File: config.mk
export PLATFORM = sky130hd
export DESIGN_NAME = lp805x_ntmr_sched
export DESIGN_NICKNAME = d
export VERILOG_FILES = /design/src/rtl/lp805x_ntmr_sched.sv
export SDC_FILE = /design/constraint.sdc
export NUM_CORES = 1
export LEC_CHECK = 0
export BUFFER_PORTS_ARGS = -buffer_cell sky130_fd_sc_hd__buf_2
export CAP_MARGIN = 30
export CORE_ASPECT_RATIO = 0.5
export CORE_UTILIZATION = 54
export CTS_CLUSTER_SIZE = 12
export DETAILED_ROUTE_END_ITERATION = 8
export GPL_ROUTABILITY_DRIVEN = 0
export HOLD_SLACK_MARGIN = 0.05
export PLACE_DENSITY = 0.95
export SYNTH_ARGS = -nofsm -noshare
export SYNTH_HDL_FRONTEND = slang
export SYNTH_SLANG_ARGS = --single-unit
export TNS_END_PERCENT = 100
File: constraint.sdc
create_clock -name clk -period 9.3 [get_ports clk]
set_input_delay 0.93 -clock clk [delete_from_list [all_inputs] [get_ports clk]]
set_output_delay 0.93 -clock clk [all_outputs]
set_load 0.05 [all_outputs]
File: src/rtl/lp805x_ntmr_sched.sv
// lp805x_ntmr_sched: round-robin sharing of one lp805x new-timer among NCH one-shot delay requesters
module lp805x_ntmr_sched #(
  parameter int          NCH      = 4,
  parameter logic [2:0]  PRESC    = 3'b000,
  parameter logic [7:0]  ADDR_TH  = 8'hC5,
  parameter logic [7:0]  ADDR_TL  = 8'hC4,
  parameter logic [7:0]  ADDR_CTR = 8'hC3
) (
  input  logic              clk,
  input  logic              rst,
  input  logic [NCH-1:0]    req,
  input  logic [16*NCH-1:0] delay,
  input  logic              abort,
  output logic [NCH-1:0]    ack,
  output logic [NCH-1:0]    done,
  output logic              aborted,
  output logic              busy,
  output logic              tmr_wr,
  output logic [7:0]        tmr_addr,
  output logic [7:0]        tmr_data,
  input  logic              tmr_wrdy,
  input  logic              tmr_ovf
);
  localparam int PW = $clog2(NCH);
  localparam logic [2:0] IDLE = 3'd0, LDH = 3'd1, LDL = 3'd2, START = 3'd3,
                         WAIT = 3'd4, STOP = 3'd5, FIN = 3'd6;
  localparam logic [NCH-1:0] ONE = {{(NCH-1){1'b0}}, 1'b1};
  logic [2:0]     state_q, state_d;
  logic [PW-1:0]  ptr_q, ptr_d, g_q, g_d;
  logic [15:0]    load_q, load_d;
  logic           ovf_q;
  logic           abrt_q, abrt_d;
  logic [NCH-1:0] done_q, done_d;
  logic           aborted_q, aborted_d;
  logic [PW-1:0]  lo, hi, win;
  logic           any_req, hit, grant, abort_now, pend, ovf_rise;
  logic [15:0]    dly_w;
  // lowest requester at or above ptr wins, else lowest overall (wrap)
  always_comb begin
    lo = '0;
    hi = '0;
    any_req = 1'b0;
    hit = 1'b0;
    for (int i = NCH-1; i >= 0; i--) begin
      if (req[i]) begin
        lo = PW'(i);
        any_req = 1'b1;
      end
      if (req[i] && PW'(i) >= ptr_q) begin
        hi = PW'(i);
        hit = 1'b1;
      end
    end
    win = hit ? hi : lo;
  end
  assign dly_w     = delay[{win, 4'd0} +: 16];
  assign grant     = state_q == IDLE && any_req;
  assign abort_now = abort && state_q inside {LDH, LDL, START, WAIT};
  assign pend      = abrt_q || abort_now;
  assign ovf_rise  = tmr_ovf && !ovf_q;
  always_comb begin
    state_d = state_q;
    case (state_q)
      IDLE:    state_d = any_req ? (dly_w == 16'h0000 ? FIN : LDH) : IDLE;
      LDH:     state_d = tmr_wrdy ? (pend ? STOP : LDL) : LDH;
      LDL:     state_d = tmr_wrdy ? (pend ? STOP : START) : LDL;
      START:   state_d = tmr_wrdy ? (pend ? STOP : WAIT) : START;
      WAIT:    state_d = (pend || ovf_rise) ? STOP : WAIT;
      STOP:    state_d = tmr_wrdy ? FIN : STOP;
      default: state_d = IDLE;
    endcase
  end
  always_comb begin
    ptr_d     = grant ? (int'(win) == NCH-1 ? '0 : win + 1'b1) : ptr_q;
    g_d       = grant ? win : g_q;
    load_d    = grant ? 16'h0000 - dly_w : load_q;
    abrt_d    = (state_q == IDLE || state_q == FIN) ? 1'b0 : pend;
    done_d    = state_q == FIN ? ONE << g_q : '0;
    aborted_d = state_q == FIN && abrt_q;
  end
  always_ff @(posedge clk) begin
    if (rst) begin
      state_q   <= IDLE;
      ptr_q     <= '0;
      g_q       <= '0;
      load_q    <= '0;
      ovf_q     <= 1'b0;
      abrt_q    <= 1'b0;
      done_q    <= '0;
      aborted_q <= 1'b0;
    end else begin
      state_q   <= state_d;
      ptr_q     <= ptr_d;
      g_q       <= g_d;
      load_q    <= load_d;
      ovf_q     <= tmr_ovf;
      abrt_q    <= abrt_d;
      done_q    <= done_d;
      aborted_q <= aborted_d;
    end
  end
  // write port is a pure function of state, so a stalled write holds by construction
  always_comb begin
    tmr_wr   = state_q inside {LDH, LDL, START, STOP};
    tmr_addr = state_q == LDH ? ADDR_TH :
               state_q == LDL ? ADDR_TL :
               (state_q == START || state_q == STOP) ? ADDR_CTR : 8'h00;
    tmr_data = state_q == LDH ? load_q[15:8] :
               state_q == LDL ? load_q[7:0] :
               state_q == START ? {PRESC, 5'b10010} :
               state_q == STOP ? {PRESC, 5'b00000} : 8'h00;
  end
  assign ack     = (grant && !rst) ? ONE << win : '0;
  assign done    = done_q;
  assign aborted = aborted_q;
  assign busy    = state_q != IDLE;
endmodule

* After elaboration in Yosys (flattened, before gate mapping)
Index checks and enable logic that the tools add are counted.
** Word-level totals
- Input bits :: 73
- Logic and storage cells :: 83
- Output and inout port bits :: 27
- Flip-flop bits (word level) :: 30
** Operators by class
- Reduce and logical (&&, ||, !) cells :: 22
- Order comparisons :: 4
- Add/sub/neg operators :: 2
- Bitwise logic cells :: 1
- Equality and inequality tests :: 7
- Shift operators :: 3
- Mux-type cells :: 36
** Operator list (count)
- 64-bit by 7-bit variable part select with 16-bit output :: 1
- 8-bit two-way mux :: 5
- 2-bit two-way mux :: 11
- 3-bit two-way mux :: 7
- 3-bit case mux with 6 select lines :: 1
- 16-bit logical NOT :: 1
- 1-bit by 16-bit subtractor with 16-bit output (first input constant) :: 1
- 1-bit two-way mux :: 10
- 3-bit == test (second input constant) :: 3
- 1-bit logical AND :: 9
- 4-bit nonzero test :: 2
- 1-bit by 2-bit << shifter with 4-bit output (first input constant) :: 2
- 3-bit by 2-bit == test with 1-bit output (second input constant) :: 2
- 5-bit two-way mux :: 1
- 1-bit by 2-bit >= comparator with 1-bit output (first input constant) :: 2
- 2-bit >= comparator (first input constant) :: 2
- 1-bit logical OR :: 4
- 4-bit two-way mux :: 1
- 2-bit OR reduction :: 2
- 3-bit by 1-bit == test with 1-bit output (second input constant) :: 1
- 3-bit logical NOT :: 1
- 3-bit nonzero test :: 1
- 2-bit by 1-bit adder with 2-bit output (second input constant) :: 1
- 2-bit by 1-bit == test with 1-bit output (second input constant) :: 1
- 2 further kinds :: 3

* Logic depth before layout (Yosys ltp)
- Depth after elaboration :: 12
- Depth in mapped cells :: 14
- Mapped depth without buffers :: 12

* Worst setup path before layout
Ideal clock, no wire load.
- Path kind :: in2out
- Start point :: input port req[2]
- End point :: output port ack[3]
- Path buffers :: 1
- Data required time :: 8.370 ns
- Slack :: 5.604 ns
- Cell stages on the path :: 7
- Arrival :: 2.766 ns
- Cell sequence :: nor2b_1 -> nor4b_1 -> nor2_1 -> inv_1 -> clkbuf_1 -> ha_1 -> and2_1
** On the way
- Word-level cells in the longest chain between the ends :: 7
- Elaborated cells on any way between the ends :: 18
- Those cells by class :: shift: 1; mux: 14; reduce/logical: 3
** Ends and longest elaborated chain
- from (decl) :: line 11 : input logic [NCH-1:0] req,
- 1-bit logical AND :: line 49 : if (req[i] && PW'(i) >= ptr_q) begin
- 2-bit two-way mux or 1-bit two-way mux (tied branches) (3 in series) :: line 49
- 2-bit two-way mux (*) :: line 54 : win = hit ? hi : lo;
- net win[0] :: line 35 : logic [PW-1:0] lo, hi, win;
- 1-bit by 2-bit << shifter with 4-bit output (*) :: line 113 : assign ack = (grant && !rst) ? ONE << win : '0;
- 4-bit two-way mux (*) :: line 113
- to (decl) :: line 14 : output logic [NCH-1:0] ack,
The timed path passes the listed nets; every way through them passes the cells marked *.

* Worst setup path in the final report
- Start point :: input port req[2]
- End point :: register state_q[0]
** On the way
- Word-level cells in the longest chain between the ends :: 10
- Elaborated cells on any way between the ends :: 19
- Those cells by class :: shift: 1; mux: 16; reduce/logical: 2
** Ends and longest elaborated chain
- 1-bit logical AND :: line 49
- 2-bit two-way mux or 1-bit two-way mux (tied branches) (3 in series) :: line 49
- 2-bit two-way mux :: line 54
- 64-bit by 7-bit variable part select with 16-bit output :: line 56 : assign dly_w = delay[{win, 4'd0} +: 16];
- 16-bit logical NOT :: line 64 : IDLE: state_d = any_req ? (dly_w == 16'h0000 ? FIN : LDH) : IDLE;
- 3-bit two-way mux :: line 64
- 3-bit two-way mux (*) :: line 64
- 3-bit case mux with 6 select lines (*) :: line 63 : case (state_q)
- to (signal assigned) :: line 92 : state_q <= state_d;
- to (decl) :: line 28 : logic [2:0] state_q, state_d;
Every way passes the cells marked *; elsewhere a longest branch is shown, timed or not.
A chain may end at the register's enable or synchronous reset.

==> impl_metrics.csv <==
group,metric,value,unit
routing,totalWireLength,7600,um
power,p_leak,1.37,nW
routing,via_per_inst,6.19,
power,vdd_drop_max,135,uV
clocking,post_cts_resized,0,
final_layout,nets,524,
synth,seq_area_frac_synth,0.227,
synth,synth_common_cells,"50 x nand2_1, 30 x dfxtp_1, 30 x nand3_1",
routing,dr_wl_met3,693,um
floorplanning,ios,100,
final_layout,multiInputGateArea,0.00183,sq mm
final_layout,final_core_util,0.700,
synth,synth_top_cell_by_area,"dfxtp_1",
synth,syn_area_per_cell,7.04,sq um
final_layout,areaGrowthSynthToFinish,20.7,%
final_layout,layout-drive-gt1-share,0.260,
power,power.internal,0.480,mW
synth,synth-async-reset-ratio,0,
final_layout,antenna_cells,0,
routing,wire_per_inst,14.8,um
synth,synth_edf_count,0,
clocking,post_cts_buffers,0,
worst_setup_path,startpoint_type,"input port",
floorplanning,die_h,51.5,um
synth,synth_most_common_cell,"nand2_1",
clocking,htreeDepth,2,
power,p_sw,0.502,mW
routing,top_layer,"met4",
floorplanning,die_w,101,um
power,power-per-cell-area,308,mW/mm^2
floorplanning,coreArea,0.00455,sq mm
worst_setup_path,worstPathMaxFanout,20,
power,seqPwrFrac,0.223,
job,maxCapViolCount,0,
timing,fmax,220,MHz
worst_setup_path,cp.required,9.44,ns
routing,dr_total_vias,3174,
final_layout,n_fill_cell,409,
clocking,ctsHoldBuffers,0,
clocking,clockBufferDepth,2,
synth,synth.distinct_cells,54,
clocking,insertion_delay,0.28,ns
clocking,root_buffer,"clkbuf_8",
global_route,grt_pass1_vias,2648,
floorplanning,initial_core_util,0.580,
synth,synth_ff_type,"dfxtp_1",
clocking,cts_tree,"done",
timing,tightest_slew,0.825,ns
timing,tns,0,ns
clocking,clk_pin_slew,0.06,ns
synth,ys_ff_latch,30,
clocking,cts.sinks,30,
synth,yosys-top-cells-area,"dfxtp_1 23%, nand2_1 7.1%, nand3_1 5.7%",
worst_setup_path,end_kind,"flip-flop",
place,dpl.hpwl,5720,um
synth,synthCells,375,
timing,post-route-min-period,4.55,ns
worst_setup_path,worst-endpoint-arrival,4.69,ns
power,combinationalPowerShare,0.612,
final_layout,seqCellArea,601,sq um
floorplanning,die_area,0.00519,sq mm
timing,fin_skew,0.00752,ns
synth,synthesis.area,0.00264,sq mm
worst_setup_path,worst-setup-path-type,"in2reg",
routing,dr_wl_met2,3400,um
synth,yosysWarningCount,0,
global_route,antenna_found_initial,0,
global_route,grt.total_usage,0.301,
routing,drtAntennaViolNets,0,
routing,drc,0,
global_route,grt_pass1_wl,12100,um
routing,met1_length,3300,um
timing,setup_violations,0,
routing,drtPass1Iterations,5,
global_route,grt_max_degree,29,
run_status,status,"complete, no violations",
timing,hold_violations,0,
worst_hold_path,hp-class,"reg2reg",
routing,drt_iter0_drc,214,
global_route,grt.overflow.total,0,
timing,grt_setup_unrepaired,"no",
synth,synth_top_area_share,0.227,
place,port_buffers,96,
power,power,0.982,mW
floorplanning,rows,17,
timing,fin_crit_sh,0.489,
clocking,cts_buffers,5,
timing,drv_slew,0,
timing,slew_headroom,0.449,
power,power.share.clock,0.165,
power,p_sw_frac,0.511,
==> power by group through the flow <==
stage,Clock [mW],Combinational (mW),Sequential (mW)
finish,0.162,0.601,0.219
floorplan,0,0.503,0.190
global placement,0,0.571,0.217
detailed placement,0,0.586,0.220
global route,0.172,0.651,0.226
CTS,0.164,0.589,0.217
==> through the flow <==
step	hold WS [ns]	instance area, sq um	setup WS, ns	instances
final	0.462	3190	4.75	513
after global routing	0.478	3190	4.48	513
after CTS	0.458	3190	4.91	513
after detailed placement	0.448	3040	4.62	505
after global placement	0.439	3040	4.87	505
after floorplan	0.429	2650	5.60	377
==> layout make-up <==
cell class	count	share of cell area
multi-input cells	303	0.574
clock inverters	2	0.0188
well taps	66	0.0259
repair buffers	100	0.160
inverters	6	0.00707
flip-flops and latches	30	0.188
clock buffers	6	0.0259
==> layout by cell type (no fill, tap or decap), types with 10 or more instances in the layout <==
master / n
o21ai_0: 22
a21oi_1: 22
nand3_1: 30
dfxtp_1: 30
a32oi_1: 10
a221oi_1: 10
nand3b_1: 10
nor3b_1: 12
buf_2: 96
nor4_1: 12
nand2_1: 50
nor2_1: 29
==> worst max-delay path, stage by stage <==
cell	delay (ns)
buf_2	0.10
nor2b_1	0.66
a211o_1	0.40
nand2_1	0.30
clkinv_1	0.42
a32oi_1	0.27
inv_1	0.11
ha_1	0.18
inv_1	0.06
nor3_1	0.47
nand2_2	0.20
nor3b_1	0.46
o22ai_1	0.13
==> registers in the layout (all words and copies together), names as in the netlist <==
signal and count:
aborted 1, abrt_q 1, done 4, g_q 2, load_q 16, ovf_q 1, ptr_q 2, state_q 3
==> path summary, 6_finish.rpt <==
check	from	end	slack [ns]	cells after the start
max	req[2]	state_q[0]	4.75	13
min	load_q[3]	load_q[3]	0.46	2
max reg2reg	ptr_q[0]	state_q[0]	5.16	12
min reg2reg	load_q[3]	load_q[3]	0.46	2
==> layer usage <==
metal | track usage | up-vias
met5 | 0 | -
met4 | 0.128 | 0
met3 | 0.0492 | 23
met2 | 0.471 | 188
met1 | 0.410 | 1445
li1 | - | 1518
==> cell families (layout without fill, tap and decap cells) <==
group | count (synthesis) | in the layout | synth area share
xor gates and xnor gates | 4 | 4 | 0.0133
adders and majority gates | 5 | 5 | 0.0237
other | 1 | 3 | 0.00142
buffers and inverters | 44 | 114 | 0.0834
AOI/OAI and AO/OA | 100 | 100 | 0.270
and+or+nand+nor | 190 | 190 | 0.378
DFF | 30 | 30 | 0.227
muxes | 1 | 1 | 0.00379
Note: power is estimated with default switching activity, not from simulation.
